### src/rtl/mem_ring_arbiter_pkg.sv
`default_nettype none
// +----------------------------------------------------------------------+
// | mem_ring_arbiter_pkg                                                 |
// | Shared defaults and derived widths for the ring-buffer arbiter.      |
// | Revision: 1.0                                                        |
// +----------------------------------------------------------------------+
package mem_ring_arbiter_pkg;
  localparam int c_data_w  = 8;
  localparam int c_depth   = 16;
  localparam int c_num_req = 2;
  localparam int c_aw      = $clog2(c_depth);
  localparam int c_gid_w   = 2;
  localparam int c_total_w = 8;
endpackage
`default_nettype wire

### src/rtl/mem_ring_arbiter_rr.sv
`default_nettype none
// +----------------------------------------------------------------------+
// | rr_arbiter                                                           |
// | Round-robin search for the first active request from rr_ptr.         |
// | Revision: 1.0                                                        |
// +----------------------------------------------------------------------+
module rr_arbiter
  import mem_ring_arbiter_pkg::*;
#(
  parameter int N = c_num_req
) (
  input  logic [N-1:0]       req,
  input  logic [c_gid_w-1:0] rr_ptr,
  output logic [N-1:0]       grant,
  output logic [c_gid_w-1:0] index
);

  logic [3:0] w_req_ext;
  logic [3:0] w_grant_ext;
  logic [2:0] w_cand;
  logic       w_found;

  // Requests are widened to four lanes so the candidate index never overruns.
  always_comb begin
    w_req_ext          = '0;
    w_req_ext[N-1:0]   = req;
    w_grant_ext        = '0;
    w_cand             = '0;
    w_found            = 1'b0;
    index              = '0;
    for (int k = 0; k < N; k++) begin
      w_cand = {1'b0, rr_ptr} + 3'(k);
      if (w_cand >= 3'(N)) begin
        w_cand = w_cand - 3'(N);
      end
      if (!w_found && w_req_ext[w_cand[1:0]]) begin
        w_found                    = 1'b1;
        w_grant_ext[w_cand[1:0]]   = 1'b1;
        index                      = w_cand[c_gid_w-1:0];
      end
    end
    grant = w_grant_ext[N-1:0];
  end

endmodule
`default_nettype wire

### src/rtl/mem_ring_arbiter.sv
`default_nettype none
// +----------------------------------------------------------------------+
// | mem_ring_arbiter                                                     |
// | Multi-requester write arbiter and FIFO pointer control for an        |
// | external register array.                                             |
// | Revision: 1.0                                                        |
// +----------------------------------------------------------------------+
module mem_ring_arbiter
  import mem_ring_arbiter_pkg::*;
#(
  parameter int DATA_W  = c_data_w,
  parameter int DEPTH   = c_depth,
  parameter int NUM_REQ = c_num_req
) (
  input  logic                        clk,
  input  logic                        rst,
  input  logic [NUM_REQ-1:0]          req_valid,
  input  logic [NUM_REQ*DATA_W-1:0]   req_data,
  output logic [NUM_REQ-1:0]          req_ready,
  output logic                        rd_valid,
  output logic [DATA_W-1:0]           rd_data,
  input  logic                        rd_ready,
  input  logic                        flush,
  output logic                        mem_we,
  output logic [$clog2(DEPTH)-1:0]    mem_waddr,
  output logic [DATA_W-1:0]           mem_wdata,
  output logic [$clog2(DEPTH)-1:0]    mem_raddr,
  input  logic [DATA_W-1:0]           mem_rdata,
  output logic [$clog2(DEPTH):0]      count,
  output logic                        full,
  output logic                        empty,
  output logic [c_gid_w-1:0]          grant_id,
  output logic [c_total_w-1:0]        wr_total
);

  localparam int c_addr_w = $clog2(DEPTH);

  logic [c_addr_w-1:0]  r_wr_ptr;
  logic [c_addr_w-1:0]  r_rd_ptr;
  logic [c_addr_w:0]    r_count;
  logic [c_gid_w-1:0]   r_rr_ptr;
  logic [c_gid_w-1:0]   r_grant_id;
  logic [c_total_w-1:0] r_wr_total;

  logic [NUM_REQ-1:0]   w_grant;
  logic [c_gid_w-1:0]   w_gnt_idx;
  logic [2:0]           w_rr_next;
  logic [DATA_W-1:0]    w_wdata;
  logic                 w_full;
  logic                 w_empty;
  logic                 w_push;
  logic                 w_pop;

  rr_arbiter #(
    .N      (NUM_REQ)
  ) u_rr (
    .req    (req_valid),
    .rr_ptr (r_rr_ptr),
    .grant  (w_grant),
    .index  (w_gnt_idx)
  );

  assign w_full  = (r_count == (c_addr_w+1)'(DEPTH));
  assign w_empty = (r_count == '0);

  // A pop while full does not free the slot for a grant until the next cycle.
  assign req_ready = (rst || w_full || flush) ? '0 : w_grant;
  assign w_push    = |req_ready;
  assign rd_valid  = !w_empty && !flush && !rst;
  assign w_pop     = rd_valid && rd_ready;

  always_comb begin
    w_wdata = '0;
    for (int i = 0; i < NUM_REQ; i++) begin
      if (w_grant[i]) begin
        w_wdata = req_data[i*DATA_W +: DATA_W];
      end
    end
  end

  always_comb begin
    w_rr_next = {1'b0, w_gnt_idx} + 3'd1;
    if (w_rr_next == 3'(NUM_REQ)) begin
      w_rr_next = '0;
    end
  end

  always_ff @(posedge clk or posedge rst) begin
    if (rst) begin
      r_wr_ptr   <= '0;
      r_rd_ptr   <= '0;
      r_count    <= '0;
      r_rr_ptr   <= '0;
      r_grant_id <= '0;
      r_wr_total <= '0;
    end else if (flush) begin
      r_wr_ptr <= '0;
      r_rd_ptr <= '0;
      r_count  <= '0;
      r_rr_ptr <= '0;
    end else begin
      if (w_push) begin
        r_wr_ptr   <= r_wr_ptr + 1'b1;
        r_rr_ptr   <= w_rr_next[c_gid_w-1:0];
        r_grant_id <= w_gnt_idx;
        r_wr_total <= r_wr_total + 1'b1;
      end
      if (w_pop) begin
        r_rd_ptr <= r_rd_ptr + 1'b1;
      end
      case ({w_push, w_pop})
        2'b10:   r_count <= r_count + 1'b1;
        2'b01:   r_count <= r_count - 1'b1;
        default: r_count <= r_count;
      endcase
    end
  end

  assign mem_we    = w_push;
  assign mem_waddr = r_wr_ptr;
  assign mem_wdata = w_wdata;
  assign mem_raddr = r_rd_ptr;
  assign rd_data   = mem_rdata;
  assign count     = r_count;
  assign full      = w_full;
  assign empty     = w_empty;
  assign grant_id  = r_grant_id;
  assign wr_total  = r_wr_total;

endmodule
`default_nettype wire

### config.mk
export PLATFORM = sky130hd
export DESIGN_NAME = mem_ring_arbiter
export DESIGN_NICKNAME = d
export VERILOG_FILES = /design/src/rtl/mem_ring_arbiter_pkg.sv /design/src/rtl/mem_ring_arbiter_rr.sv /design/src/rtl/mem_ring_arbiter.sv
export SDC_FILE = /design/constraint.sdc
export NUM_CORES = 1
export LEC_CHECK = 0
export ABC_AREA = 1
export CORE_MARGIN = 4
export CORE_UTILIZATION = 45
export DETAILED_ROUTE_END_ITERATION = 10
export PLACE_DENSITY = 0.85
export SETUP_SLACK_MARGIN = 0.5
export SKIP_LAST_GASP = 1
export SYNTH_ARGS = -nofsm -noshare
export SYNTH_HDL_FRONTEND = slang
export SYNTH_SLANG_ARGS = --single-unit
export TNS_END_PERCENT = 10
### constraint.sdc
create_clock -name clk -period 3.21 [get_ports clk]
set_input_delay 0.321 -clock clk [delete_from_list [all_inputs] [get_ports clk]]
set_output_delay 0.321 -clock clk [all_outputs]
set_load 0.05 [all_outputs]
==> impl_metrics.yaml <==
status:
  status: "finished clean"
cts:
  ctsHoldBuffers: 0
  cts.sinks: 25
  cts_setup_buffers: 0
  clockBufferDepth: 2
  clk_pin_slew_worst_paths_ns: 0.09
  ctsResizeCount: 1
  cts_made_buffers: 3
  cts-root-buf: "clkbuf_8"
  clock_latency_ns: 0.27
  h-tree-depth: 1
  cts_tree: "built"
synth:
  synthDominantCellAreaShare_pct: 37.31
  yosysTopAreaCell: "dfrtp_1"
  synthesis.nets: 231
  seq_area_frac_synth_pct: 37.31
  synth_area_leaders: "dfrtp_1, nand2_1, inv_1"
  synth-seq-cells: 25
  avgSynthCellArea_sq_um: 8.642
  netlist_area_sq_um: 1677
  yosys_warnings: 0
  yosysUniqueCellTypes: 27
  synthCells: 194
timing:
  rsz0062_at_grt: "no"
  slew_headroom_pct: 36.77
  min_period_ns: 2.570
  finClkSkew_ns: 0.001276
  finalCritPeriodShare_pct: 80.06
  fin_setup_tns_ns: 0
  setup_violations: 0
  fmax_ghz: 0.3891
  drv_slew: 0
  worst_pin_slew_ns: 0.9475
  finalHoldViolCount: 0
critical_path:
  path_class: "in -> out"
  crit-reg2reg-launch: "count[1]"
  max_stage_delay_ns: 0.81
  crit_fanout: 10
  r2r-end: "count[3]"
  worstRegToRegCells: 11
  crit_path_start_kind: "input pin"
  path_buf_inv: 3
  cp.required_ns: 2.89
  cp_num_cells: 5
  endpoint_kind: "output pin"
  crit_top_cell: "clkdlybuf4s50_1"
  crit_chain: "clkdlybuf4s50_1 -> a21oi_4 -> nand3_4 -> inv_1 -> clkdlybuf4s50_1"
  path_delay_family: "buffers and inverters"
  cpMaxStageDelayCell: "clkdlybuf4s50_1"
  critPathArrivalTime_ns: 2.25
  reg2reg_slack_ns: 0.88
drt:
  wirelength_um: 3979
  drt_iter0_markers: 66
  vias_per_cell: 5.010
  routedWlPerCell_um: 13.63
  drt-pass1-iter-count: 4
  via_count: 1463
  remaining_drc_errors: 0
  antenna_left: 0
hold_path:
  worstHoldStart: "grant_id[1]"
  hold-path-endpoint: "grant_id[1]"
  whs_path_depth: 2
  worstHoldPathType: "reg -> reg"
cells_and_area:
  fin_nets: 284
  regArea_sq_um: 625.6
  n_antenna_cell: 0
  layout_commonest_cell: "clkdlybuf4s50_1"
  layout-drive-gt1-share_pct: 10.57
  fill_cells: 305
  final_cell_mix: "clkdlybuf4s50_1, nand2_1, inv_1"
  fin_util_pct: 65.84
  multi_input_area_sq_um: 867.1
  syn_to_final_growth_pct: 36.19
floorplanning:
  rows: 21
  initial_core_util_pct: 48.34
  die-area_sq_um: 4767
  die_w_um: 69.04
  pin_count: 75
  core_sq_um: 3468
  die-height_um: 69.04
pwr:
  p_seq_share_pct: 31.6
  p_leak_nw: 1.093
  sw_frac_of_total_pct: 48.42
  powerDensity_nw_per_um2: 610.7
  pwr-share-clk_pct: 13.9
  ir_worst_vdd_mv: 0.3192
  combPwrFrac_pct: 54.5
  internal-power_uw: 719.3
  switchingPower_uw: 675.2
grt:
  met1_usage_pct: 20.34
  grt_pass1_wl_um: 6810
  antenna_found_initial: 0
  grt_use_met3_pct: 3.924
  grtUsageMet2_pct: 30.08
  overflow: 0
  grt_usage_pct: 16.84
  grt_max_degree: 26
  busiest_layer: "met2"
  grt_pass1_vias: 1546
placed_design:
  io_buffer_count: 58
  finalWeightedCongestion: 0.8964
  dp.final_hpwl_um: 3135
job:
  cap_viol_max_count: 0
flip-flops by register name (all words and copies together), names as in the netlist:
register,flops
count,5
wr_total,8
r_rr_ptr,2
mem_waddr,4
grant_id,2
mem_raddr,4
tightest hold or removal path: cells and delay by family (launching register included):
kind	cells	cell delay (ns)
buf+inv	1	0.05
flops	1	0.39
simple gates	1	0.04
cells in the mapped netlist (all sizes together):
cell type	count
nand3	19
or2	2
a22o	8
a21oi	6
ha	6
nand4	5
xnor2	2
inv	28
nand2	52
nor2	13
dfrtp	25
xor2	5
o21ai	8
nor3	4
buf	10
fa	1
final cells by class:
class	count	area share [%]
Multi-Input combinational cell	131	37.97
Sequential cell	25	27.40
Timing Repair Buffer	58	25.37
Inverter	28	4.603
Tap cell	46	2.521
Clock buffer	3	1.808
Clock inverter	1	0.3288
through the flow:
step / cells / total power, mW / setup WS, ns / hold slack [ns] / cell area, sq um
after floorplan: 194 / 0.9876 / 0.8123 / 0.3483 / 1677
after global placement: 288 / 1.194 / 0.5171 / 0.4782 / 2236
after detailed placement: 288 / 1.211 / 0.4719 / 0.4867 / 2236
after CTS: 292 / 1.405 / 0.6458 / 0.5097 / 2283
after global routing: 292 / 1.473 / 0.5704 / 0.5470 / 2283
final: 292 / 1.394 / 0.6400 / 0.5030 / 2283
layer usage:
layer | vias up | part of all wire [%]
li1 | 729 | -
met1 | 700 | 43
met2 | 32 | 52
met3 | 2 | 4.3
met4 | 0 | 0.33
met5 | - | 0
cell families (layout without fill, tap and decap cells):
family / Yosys count / in the layout / synth area share, %
buffers and inverters: 38 / 90 / 10.97
AO/OA/AOI/OAI: 22 / 22 / 9.925
flip-flops: 25 / 25 / 37.31
adder cells (fa/ha/maj): 7 / 7 / 5.672
AND/OR/NAND/NOR: 95 / 95 / 32.46
XOR/XNOR: 7 / 7 / 3.657
worst max-delay path by stage:
stage	from	end	slack, ns
3_3_place_gp	req_valid[0]	count[3]	0.52
5_1_grt	flush	count[4]	0.57
4_1_cts	req_valid[0]	req_ready[1]	0.65
3_5_place_dp	req_valid[0]	count[3]	0.47
2_1_floorplan	count[1]	count[3]	0.81
6_report	req_valid[0]	req_ready[1]	0.64
power groups by stage:
stage	clock [mW]	combinational, mW	sequential [mW]
after detailed placement	0	0.763	0.447
after global routing	0.213	0.806	0.454
after CTS	0.197	0.766	0.441
after floorplan	0	0.347	0.641
after global placement	0	0.749	0.445
final	0.194	0.760	0.440
No activity file was read; power rests on OpenSTA's default activity.
